$ cat src/rtl/sr_bank_pkg.sv
// Shared constants for the clocked SR latch bank: simultaneous-command policies
// and the per-channel command encoding {set, reset}.
package sr_bank_pkg;

    localparam int SIM_HOLD = 0;
    localparam int SIM_SET  = 1;
    localparam int SIM_RST  = 2;
    localparam int SIM_TOG  = 3;

    typedef enum logic [1:0] {
        CMD_IDLE = 2'b00,
        CMD_RST  = 2'b01,
        CMD_SET  = 2'b10,
        CMD_BOTH = 2'b11
    } cmd_e;

    // Next q when set and reset are both asserted and the command qualifies.
    function automatic logic resolve_both(input int mode, input logic q);
        case (mode)
            SIM_SET: return 1'b1;
            SIM_RST: return 1'b0;
            SIM_TOG: return ~q;
            default: return q;
        endcase
    endfunction

endpackage

$ cat src/rtl/sr_filter_cell.sv
// One latch channel: optional input synchroniser, stability filter on the decoded
// command, simultaneous-command resolution and the registered q / change pulse.
module sr_filter_cell
    import sr_bank_pkg::*;
#(
    parameter int   SYNC_STAGES = 2,
    parameter int   FILT_CYCLES = 3,
    parameter int   SIMUL_MODE  = SIM_RST,
    parameter logic INIT_Q      = 1'b0
) (
    input  logic clk,
    input  logic rst_n,
    input  logic set_n_i,
    input  logic reset_n_i,
    output logic q_o,
    output logic qbar_o,
    output logic chg_o
);

    localparam int CW = $clog2(FILT_CYCLES + 1);
    localparam logic [CW-1:0] FILT_MAX = CW'(FILT_CYCLES);

    if (FILT_CYCLES < 1 || FILT_CYCLES > 255) begin : g_bad_filt
        $error("sr_filter_cell: FILT_CYCLES must be in 1..255");
    end
    if (SYNC_STAGES < 0 || SYNC_STAGES > 3) begin : g_bad_sync
        $error("sr_filter_cell: SYNC_STAGES must be in 0..3");
    end

    logic set_s;
    logic rst_s;

    if (SYNC_STAGES == 0) begin : g_nosync
        assign set_s = set_n_i;
        assign rst_s = reset_n_i;
    end else begin : g_sync
        logic [SYNC_STAGES-1:0] set_sync_q;
        logic [SYNC_STAGES-1:0] rst_sync_q;

        // Flops reset to 1 so a command held through reset must requalify.
        always_ff @(posedge clk or negedge rst_n) begin
            if (!rst_n) begin
                set_sync_q <= '1;
                rst_sync_q <= '1;
            end else begin
                set_sync_q[0] <= set_n_i;
                rst_sync_q[0] <= reset_n_i;
                for (int i = 1; i < SYNC_STAGES; i++) begin
                    set_sync_q[i] <= set_sync_q[i-1];
                    rst_sync_q[i] <= rst_sync_q[i-1];
                end
            end
        end

        assign set_s = set_sync_q[SYNC_STAGES-1];
        assign rst_s = rst_sync_q[SYNC_STAGES-1];
    end

    cmd_e          cmd;
    cmd_e          last_cmd_q, last_cmd_d;
    logic [CW-1:0] cnt_q, cnt_d;
    logic          fire;
    logic          q_q, q_d;
    logic          chg_q;

    always_comb begin
        cmd        = cmd_e'({~set_s, ~rst_s});
        last_cmd_d = cmd;
        cnt_d      = cnt_q;
        q_d        = q_q;
        if (cmd != last_cmd_q) begin
            cnt_d = CW'(1);
        end else if (cnt_q < FILT_MAX) begin
            cnt_d = cnt_q + 1'b1;
        end
        // Fire only on the edge the count arrives at the limit, never while saturated.
        fire = (cnt_d == FILT_MAX) && ((cnt_d != cnt_q) || (cmd != last_cmd_q));
        if (fire) begin
            case (cmd)
                CMD_SET:  q_d = 1'b1;
                CMD_RST:  q_d = 1'b0;
                CMD_BOTH: q_d = resolve_both(SIMUL_MODE, q_q);
                default:  q_d = q_q;
            endcase
        end
    end

    always_ff @(posedge clk or negedge rst_n) begin
        if (!rst_n) begin
            cnt_q      <= '0;
            last_cmd_q <= CMD_IDLE;
            q_q        <= INIT_Q;
            chg_q      <= 1'b0;
        end else begin
            cnt_q      <= cnt_d;
            last_cmd_q <= last_cmd_d;
            q_q        <= q_d;
            chg_q      <= (q_d != q_q);
        end
    end

    assign q_o    = q_q;
    assign qbar_o = ~q_q;
    assign chg_o  = chg_q;

endmodule

$ cat src/rtl/sr_latch_bank.sv
// Bank of independent clocked, glitch-filtered SR latches; one sr_filter_cell per
// channel with outputs concatenated by channel index.
module sr_latch_bank
    import sr_bank_pkg::*;
#(
    parameter int                NUM_CH      = 4,
    parameter int                SYNC_STAGES = 2,
    parameter int                FILT_CYCLES = 3,
    parameter int                SIMUL_MODE  = SIM_RST,
    parameter logic [NUM_CH-1:0] INIT_Q      = '0
) (
    input  logic              clk,
    input  logic              rst_n,
    input  logic [NUM_CH-1:0] set_n,
    input  logic [NUM_CH-1:0] reset_n,
    output logic [NUM_CH-1:0] q,
    output logic [NUM_CH-1:0] qbar,
    output logic [NUM_CH-1:0] chg
);

    if (NUM_CH < 1 || NUM_CH > 32) begin : g_bad_num_ch
        $error("sr_latch_bank: NUM_CH must be in 1..32");
    end
    if (SIMUL_MODE < SIM_HOLD || SIMUL_MODE > SIM_TOG) begin : g_bad_mode
        $error("sr_latch_bank: SIMUL_MODE must be in 0..3");
    end

    for (genvar i = 0; i < NUM_CH; i++) begin : g_ch
        sr_filter_cell #(
            .SYNC_STAGES(SYNC_STAGES),
            .FILT_CYCLES(FILT_CYCLES),
            .SIMUL_MODE (SIMUL_MODE),
            .INIT_Q     (INIT_Q[i])
        ) u_cell (
            .clk      (clk),
            .rst_n    (rst_n),
            .set_n_i  (set_n[i]),
            .reset_n_i(reset_n[i]),
            .q_o      (q[i]),
            .qbar_o   (qbar[i]),
            .chg_o    (chg[i])
        );
    end

endmodule
$ cat config.mk
export PLATFORM = sky130hd
export DESIGN_NAME = sr_latch_bank
export DESIGN_NICKNAME = d
export VERILOG_FILES = /design/src/rtl/sr_bank_pkg.sv /design/src/rtl/sr_filter_cell.sv /design/src/rtl/sr_latch_bank.sv
export SDC_FILE = /design/constraint.sdc
export NUM_CORES = 1
export LEC_CHECK = 0
export ABC_CLOCK_PERIOD_IN_PS = 1600
export CAP_MARGIN = 20
export CORE_MARGIN = 2
export CORE_UTILIZATION = 40
export DETAILED_ROUTE_END_ITERATION = 7
export HOLD_SLACK_MARGIN = 0.03
export PLACE_DENSITY = 0.72
export SYNTH_ARGS = -nofsm -noshare
export SYNTH_HDL_FRONTEND = slang
export SYNTH_HIERARCHICAL = 1
export SYNTH_SLANG_ARGS = --single-unit
export TNS_END_PERCENT = 5
$ cat constraint.sdc
create_clock -name clk -period 1.6 [get_ports clk]
set_clock_uncertainty 0.1 [all_clocks]
set_input_delay 0.32 -clock clk [delete_from_list [all_inputs] [get_ports clk]]
set_output_delay 0.32 -clock clk [all_outputs]
set_load 0.005 [all_outputs]
==> results of run 1 <==
==> cells in the final DEF (no fill, tap or decap), types with 2 or more instances in the layout <==
cell type,instances
nand2_1,6
inv_1,8
nor2_1,9
and3_1,3
inv_2,4
nor2b_1,3
dfstp_2,16
and2b_2,9
nand4_1,4
nand4b_1,2
clkbuf_8,6
dfrtp_1,24
a32oi_1,3
dlygate4sd2_1,8
and2b_1,3
o21ai_0,7
mux2i_1,3
o22ai_2,3
clkbuf_1,2
a21oi_1,2
or3b_1,3
xor2_1,2
clkdlybuf4s50_1,12
buf_4,3
==> repair_timing <==
| item | CTS | global route |
|---|---|---|
| resized for setup | 12 | 0 |
| endpoints found under the hold margin | 24 | 0 |
| buffers inserted | 3 | 0 |
| endpoints found under the setup margin | 8 | 0 |
| hold buffers | 1 | 0 |
==> final cells by class <==
type                    count  area (µm²)  area share [%]
clock buffers               8        90.1            4.69
inverters                  12        45.0            2.35
multi-input cells          67         457            23.8
flip-flops and latches     40        1020            53.2
well taps                  48        60.1            3.13
repair buffers             26         248            12.9
==> metrics by stage <==
stage,total power (W),cells
after CTS,0.00194,201
after floorplan,0.00119,119
after detailed placement,0.00127,189
final,0.00190,201
after global routing,0.00202,201
after global placement,0.00126,189
==> where the power goes <==
group	leakage (nW)	internal, W	switching [W]
combinational	0.379	0.0000752	0.0000646
sequential	0.444	0.00108	0.0000349
clock	0.0455	0.000351	0.000299
==> routing by layer <==
layer	global-route usage [%]	share of wire, %	routed length, µm	vias to the layer above
met4	7.03	2.1	48	0
met1	15.1	43	974	472
met5	0	0	0	-
met2	22.6	51	1160	20
li1	-	-	-	468
met3	3.60	4.5	103	5
==> sequential cells by signal (all words and copies together), names as in the netlist <==
name                           cells
g_ch.u_cell/chg_o                  4
g_ch.u_cell/cnt_q                  8
g_ch.u_cell/g_sync.rst_sync_q      8
g_ch.u_cell/g_sync.set_sync_q      8
g_ch.u_cell/last_cmd_q             8
g_ch.u_cell/q_o                    4
==> final timing paths <==
path / startpoint / end / slack, ns / cells after the start
setup / recovery: g_ch[0].u_cell/chg_o / chg[0] / 0.07 / 1
hold / removal: g_ch[1].u_cell/g_sync.set_sync_q[0] / g_ch[1].u_cell/g_sync.set_sync_q[1] / 0.25 / 0
setup reg to reg: g_ch[1].u_cell/g_sync.rst_sync_q[1] / g_ch[1].u_cell/cnt_q[0] / 0.20 / 3
hold reg to reg: g_ch[1].u_cell/g_sync.set_sync_q[0] / g_ch[1].u_cell/g_sync.set_sync_q[1] / 0.25 / 0
max in group asynchronous: rst_n / g_ch[3].u_cell/g_sync.set_sync_q[1] / 0.71 / 3
min in group asynchronous: rst_n / g_ch[2].u_cell/cnt_q[0] / 0.43 / 3
==> logic make-up after synthesis <==
family / Yosys count / synth area share [%]
AND/OR/NAND/NOR: 46 / 19.1
multiplexers: 3 / 1.97
AO/OA/AOI/OAI: 16 / 7.81
buffers and inverters: 12 / 2.96
flip-flops: 40 / 67.1
XOR/XNOR: 2 / 1.15
==> synthesized netlist by cell type (all sizes together), types with 3 or more instances <==
library cell,number
a32oi,3
and2b,12
and3,3
dfrtp,24
dfstp,16
inv,12
mux2i,3
nand2,6
nand4,4
nor2,9
nor2b,3
o21ai,7
o22ai,3
or3b,3
==> worst reg2reg max path: cells and delay by family, from the launching register on <==
kind	cells	cell delay, ns
DFF	1	0.54
and+or+nand+nor	2	0.55
AOI/OAI and AO/OA	1	0.09
==> flow_summary.json, run 1 <==
{
  "status": "finished, final reports clean",
  "drcViolationCount": 0,
  "syn_to_final_growth_pct": 26.1,
  "syn_avg_cell_area_um2": 12.8,
  "grt_use_total_pct": 13.3,
  "die_y_um": 65.7,
  "fin_util_pct": 52.5,
  "cpPeakStageDelay_ns": 0.50,
  "synth.distinct_cells": 23,
  "synth_edf_count": 0,
  "wl_mm": 2.29,
  "p_per_area_nw_per_um2": 990,
  "clock-sinks": 40,
  "setup_viol": 0,
  "ys_warn_count": 6,
  "synth_flop_cell": "dfrtp_1",
  "nets": 162,
  "core_area_um2": 3660,
  "setup_ws_ns": 0.0747,
  "tightestPinTransition_ns": 0.319,
  "hold_violations": 0,
  "ys_ff_latch": 40,
  "die_x_um": 65.7,
  "synthesis.nets": 129,
  "maxCapViolations": 0,
  "std_cell_rows": 22,
  "clockBufferDepth": 2,
  "vias": 965,
  "preCtsSetupSlack_ns": 0.172,
  "gr-total-overflow": 0,
  "grt_max_degree": 41,
  "leakagePower_nw": 0.868,
  "cp_data_required_time_ns": 1.18,
  "start_util_pct": 41.6,
  "critPathLaunchType": "flip-flop",
  "asyncSetResetFlopFracSynth_pct": 100,
  "clk_latency_ns": 0.28,
  "whs_ns": 0.252,
  "diodes": 0,
  "post_drt_wl_per_cell_um": 11.4,
  "critPathSlowestCell": "clkdlybuf4s50_1",
  "cts-root-buf": "clkbuf_8",
  "worstSetupPathType": "flip-flop to primary output",
  "critical_path_buf_inv_count": 1,
  "rsz0062_at_grt": "no",
  "hp-class": "flip-flop to flip-flop",
  "drt-pass1-iter-count": 4,
  "synth-seq-area-share_pct": 67.1,
  "dp_hpwl_mm": 1.65,
  "slew_headroom_pct": 78.6,
  "drive_above_1_share_pct": 28.1,
  "antenna_found_initial": 0,
  "htreeDepth": 2,
  "cts_tree": "yes",
  "syn_inst": 119,
  "fin_crit_ns": 1.53,
  "crit_family": "buffers and inverters",
  "final_area_um2": 1920,
  "viasPerCell": 4.80,
  "fill_cells": 330,
  "synth_top_area_share_pct": 39.4,
  "post-route-period-util_pct": 95.3,
  "ys_top_cells_by_area": "dfrtp_1 (39%), dfstp_2 (28%), and2b_2 (5.2%)",
  "fmax_mhz": 656,
  "die-area_um2": 4320,
  "io_buffers": 21,
  "synth_area_um2": 1520,
  "placed_area_um2": 1810,
  "grt_pass1_vias": 1038,
  "routabilityCongestion": 0.729,
  "io_pins": 22,
  "crit_arrival_ns": 1.11,
  "end_kind": "primary output",
  "drt-initial-drc-count": 39,
  "ant_nets": 0,
  "worstPathMaxFanout": 1,
  "tns_ns": 0,
  "grt_pass1_wl_mm": 4.31,
  "path_cells": "clkdlybuf4s50_1",
  "clk_pin_slew_ns": 0.07,
  "post-synth-top-area-cell": "dfrtp_1",
  "cts-buffers-inserted": 5,
  "vdd_drop_max_mv": 0.627,
  "report.final.slew_viol_count": 0
}
No activity file was read; power rests on OpenSTA's default activity.
==> run 2, diff against run 1 <==
--- a/config.mk
+++ b/config.mk
@@ -6,12 +6,10 @@
 export NUM_CORES = 1
 export LEC_CHECK = 0
 export ABC_CLOCK_PERIOD_IN_PS = 1600
-export CAP_MARGIN = 20
 export CORE_MARGIN = 2
 export CORE_UTILIZATION = 40
 export DETAILED_ROUTE_END_ITERATION = 7
 export HOLD_SLACK_MARGIN = 0.03
-export PLACE_DENSITY = 0.72
 export SYNTH_ARGS = -nofsm -noshare
 export SYNTH_HDL_FRONTEND = slang
 export SYNTH_HIERARCHICAL = 1
==> flow_summary.json, run 2 (synthesis gave the netlist of run 1 again) <==
{
  "status": "finished, final reports clean",
  "reg2reg_depth": 3,
  "cts_tree": "yes",
  "drt-pass1-iter-count": 4,
  "critPathSlowestCell": "clkdlybuf4s50_1",
  "clk_latency_ns": 0.29,
  "viasPerCell": 4.83,
  "clock-sinks": 40,
  "grt_use_total_pct": 12.6,
  "maxCapViolations": 0,
  "grt_pass1_vias": 933,
  "routabilityCongestion": 0.768,
  "nets": 160,
  "final_cell_mix": "dfrtp_1 (24), dfstp_2 (16), clkdlybuf4s50_1 (12)",
  "whs_path_depth": 0,
  "cts-buffers-inserted": 5,
  "io_pins": 22,
  "fin_crit_ns": 1.53,
  "slew_headroom_pct": 79.9,
  "start_util_pct": 41.6,
  "layout_commonest_cell": "dfrtp_1",
  "holdPathEnd": "g_ch[2].u_cell/g_sync.rst_sync_q[1]",
  "path_cells": "clkdlybuf4s50_1",
  "worstPathMaxFanout": 1,
  "core_area_um2": 3660,
  "ant_nets": 0,
  "drcViolationCount": 0,
  "reg2reg_from": "g_ch[1].u_cell/g_sync.set_sync_q[1]",
  "die-area_um2": 4320,
  "io_buffers": 21,
  "post-route-period-util_pct": 95.6,
  "p_per_area_nw_per_um2": 1000,
  "fmax_mhz": 653,
  "whs_ns": 0.256,
  "worstSetupPathType": "flip-flop to primary output",
  "htreeDepth": 2,
  "tns_ns": 0,
  "die_y_um": 65.7,
  "tightestPinTransition_ns": 0.301,
  "critical_path_buf_inv_count": 1,
  "grt_pass1_wl_mm": 3.97,
  "drive_above_1_share_pct": 27.8,
  "clockBufferDepth": 2,
  "hold_violations": 0,
  "report.final.slew_viol_count": 0,
  "dp_hpwl_mm": 1.64,
  "hp-class": "flip-flop to flip-flop",
  "syn_to_final_growth_pct": 25.6,
  "rr_endpoint": "g_ch[1].u_cell/cnt_q[0]",
  "critPathLaunchType": "flip-flop",
  "crit_arrival_ns": 1.11,
  "vias": 961,
  "end_kind": "primary output",
  "vdd_drop_max_mv": 0.525,
  "die_x_um": 65.7,
  "wl_mm": 2.35,
  "cpPeakStageDelay_ns": 0.49,
  "drt-initial-drc-count": 28,
  "std_cell_rows": 22,
  "hp-start": "g_ch[2].u_cell/g_sync.rst_sync_q[0]",
  "placed_area_um2": 1810,
  "rsz0062_at_grt": "no",
  "clk_pin_slew_ns": 0.07,
  "leakagePower_nw": 0.868,
  "grt_max_degree": 41,
  "diodes": 0,
  "gr-total-overflow": 0,
  "cp_data_required_time_ns": 1.18,
  "post_drt_wl_per_cell_um": 11.8,
  "cts-root-buf": "clkbuf_8",
  "startpoint": "g_ch[0].u_cell/chg_o",
  "r2r_slack_ns": 0.19,
  "crit_family": "buffers and inverters",
  "final_area_um2": 1910,
  "antenna_found_initial": 0,
  "setup_viol": 0
}
run 2: worst max path at each step:
| stage | end | slack, ns | depth (start not counted) |
|---|---|---|---|
| floorplan | g_ch[1].u_cell/cnt_q[0] | 0.27 | 3 |
| global placement | qbar[3] | 0.20 | 2 |
| detailed placement | qbar[2] | 0.17 | 2 |
| CTS | q[0] | 0.0005 | 1 |
| global route | chg[0] | 0.02 | 1 |
| finish | chg[0] | 0.07 | 1 |
run 2: layout make-up:
class                   instances  area, µm²
fillers                       342       1750
inverters                      12       45.0
multi-input cells              67        457
well taps                      48       60.1
clock buffers                   6       82.6
repair buffers                 24        236
clock inverters                 2       10.0
flip-flops and latches         40       1020
run 2: report_power, final:
group	leakage (nW)	switching, W	internal (W)
sequential	0.444	0.0000352	0.00108
combinational	0.373	0.0000629	0.0000739
clock	0.0510	0.000321	0.000343
total	0.868	0.000419	0.00150
run 2: layer usage:
| layer | track usage (%) | vias to the layer above | wire length [µm] |
|---|---|---|---|
| li1 | - | 464 | - |
| met1 | 14.3 | 473 | 1050 |
| met2 | 19.8 | 19 | 1140 |
| met3 | 5.31 | 5 | 111 |
| met4 | 7.03 | 0 | 44 |
| met5 | 0 | - | 0 |
run 2: stage by stage:
step,util (%),setup WS (ns),power (W),instances
after floorplan,-,0.268,0.00119,119
after global placement,49.4,0.198,0.00126,189
after detailed placement,49.4,0.166,0.00127,189
after CTS,52.2,0.000466,0.00195,199
after global routing,52.2,0.0208,0.00202,199
final,52.2,0.0697,0.00191,199
run 2: what timing repair did:
action | 4_1_cts | 5_1_grt
cloned | 0 | 0
endpoints found under the hold margin | 24 | 0
buffers inserted | 1 | 0
hold buffers | 1 | 0
gates resized for setup | 10 | 1
setup endpoints to repair | 8 | 1
==> run 3, diff against run 2 <==
--- a/config.mk
+++ b/config.mk
@@ -5,7 +5,7 @@
 export SDC_FILE = /design/constraint.sdc
 export NUM_CORES = 1
 export LEC_CHECK = 0
-export ABC_CLOCK_PERIOD_IN_PS = 1600
+export ABC_CLOCK_PERIOD_IN_PS = 1900
 export CORE_MARGIN = 2
 export CORE_UTILIZATION = 40
 export DETAILED_ROUTE_END_ITERATION = 7
==> constraint.sdc (replaced) <==
create_clock -name clk -period 1.9 [get_ports clk]
set_clock_uncertainty 0.1 [all_clocks]
set_input_delay 0.38 -clock clk [delete_from_list [all_inputs] [get_ports clk]]
set_output_delay 0.38 -clock clk [all_outputs]
set_load 0.005 [all_outputs]
==> flow_summary.json, run 3 (synthesis gave the netlist of run 1 again) <==
{
  "status": "finished, final reports clean",
  "fill_cells": 331,
  "drcViolationCount": 0,
  "multi_input_area_um2": 457,
  "fmax_mhz": 557,
  "die_y_um": 65.7,
  "p_int_w": 0.00126,
  "wl_mm": 2.45,
  "maxCapViolations": 0,
  "drt-pass1-iter-count": 4,
  "dp_hpwl_mm": 1.67,
  "p_per_area_nw_per_um2": 855,
  "setup_viol": 0,
  "nets": 158,
  "die_x_um": 65.7,
  "drt-initial-drc-count": 23,
  "ant_nets": 0,
  "cts_resized": 0,
  "worstSetupPathType": "flip-flop to primary output",
  "antenna_found_initial": 0,
  "cts_tree": "yes",
  "grt_max_degree": 41,
  "cp_data_required_time_ns": 1.42,
  "post-route-period-util_pct": 94.5,
  "crit_arrival_ns": 1.32,
  "hp-class": "input port to async pin",
  "cts-root-buf": "clkbuf_8",
  "power_w": 0.00161,
  "syn_to_final_growth_pct": 23.8,
  "start_util_pct": 41.6,
  "gr-total-overflow": 0,
  "power.share.clock_pct": 34.8,
  "tns_ns": 0,
  "rsz0062_at_grt": "no",
  "combPwrFrac_pct": 7.0,
  "grt_pass1_vias": 954,
  "io_pins": 22,
  "hold_buffers": 0,
  "layout_commonest_cell": "dfrtp_1",
  "p_seq_share_pct": 58.1,
  "post_cts.repair.setup_buffers": 0,
  "clock-sinks": 40,
  "leakagePower_nw": 0.845,
  "routabilityCongestion": 0.753,
  "final_area_um2": 1890,
  "critPathLaunchType": "flip-flop",
  "grt_pass1_wl_mm": 4.20,
  "clk_pin_slew_ns": 0.07,
  "diodes": 0,
  "htreeDepth": 2,
  "tightestPinTransition_ns": 0.470,
  "die-area_um2": 4320,
  "slew_headroom_pct": 68.7,
  "report.final.slew_viol_count": 0,
  "final_cell_mix": "dfrtp_1 (24), clkdlybuf4s50_1 (20), dfstp_2 (16)",
  "vias": 942,
  "worstPathMaxFanout": 4,
  "power_switching_share_pct": 21.7,
  "clk_latency_ns": 0.29,
  "regArea_um2": 1020,
  "std_cell_rows": 22,
  "drive_above_1_share_pct": 24.2,
  "hold_violations": 0,
  "viasPerCell": 4.78,
  "p_switching_w": 0.000350,
  "grt_use_total_pct": 13.5,
  "vdd_drop_max_mv": 0.498,
  "post_drt_wl_per_cell_um": 12.4,
  "fin_crit_ns": 1.80,
  "cts-buffers-inserted": 5,
  "core_area_um2": 3660,
  "end_kind": "primary output",
  "fin_util_pct": 51.5,
  "clockBufferDepth": 2,
  "io_buffers": 21,
  "placed_area_um2": 1800,
  "whs_ns": 0.0232
}
[run 3: cell count changes in the layout (fill, tap and decap cells not counted), sizes merged]
cell	delta
clkinv	-2
dlygate4sd3	-1
clkdlybuf4s50	+8
dlymetal6s2s	-1
dlygate4sd2	-7
clkbuf	+2
buf	-1
[run 3: critical path, cell delays in order, from the launching register on]
cell and delay (ns):
dfrtp_1 0.41, inv_1 0.11, clkdlybuf4s50_1 0.50
[run 3: final timing paths]
path | start | end | slack, ns | depth (start not counted)
max in group asynchronous | rst_n | g_ch[3].u_cell/g_sync.set_sync_q[1] | 1.32 | 2
max reg2reg | g_ch[0].u_cell/g_sync.set_sync_q[1] | g_ch[0].u_cell/q_o | 0.48 | 3
min reg2reg | g_ch[0].u_cell/g_sync.set_sync_q[0] | g_ch[0].u_cell/g_sync.set_sync_q[1] | 0.26 | 0
min in group clk | g_ch[0].u_cell/g_sync.set_sync_q[0] | g_ch[0].u_cell/g_sync.set_sync_q[1] | 0.26 | 0
min | rst_n | g_ch[0].u_cell/q_o | 0.02 | 2
max | g_ch[2].u_cell/q_o | qbar[2] | 0.10 | 2
[run 3: through the flow]
step / instances / setup WS, ns
floorplan: 119 / 0.568
global placement: 189 / 0.439
detailed placement: 189 / 0.412
CTS: 197 / 0.0937
finish: 197 / 0.104
global route: 197 / 0.0275
[run 3: power by group through the flow]
stage / Clock [W] / Sequential (W) / Combinational [W]
final: 0.000562 / 0.000938 / 0.000113
after CTS: 0.000590 / 0.000937 / 0.000115
after floorplan: 0 / 0.000944 / 0.0000612
after global routing: 0.000631 / 0.000944 / 0.000125
after detailed placement: 0 / 0.000952 / 0.000115
after global placement: 0 / 0.000949 / 0.000110
[run 3: routing by layer]
metal	vias to the layer above	GRT usage [%]	share of wire [%]
met4	0	7.81	2.5
met2	20	19.9	47
li1	457	-	-
met1	460	16.0	45
met3	5	6.34	5.0
met5	-	0	0
[run 3: area by class of cell]
type                            instances  share of cell area (%)
Clock buffer                            8                    4.78
Inverter                               12                    2.39
Multi-Input combinational cell         67                    24.2
Sequential cell                        40                    54.1
Tap cell                               48                    3.19
Timing Repair Buffer                   22                    11.3
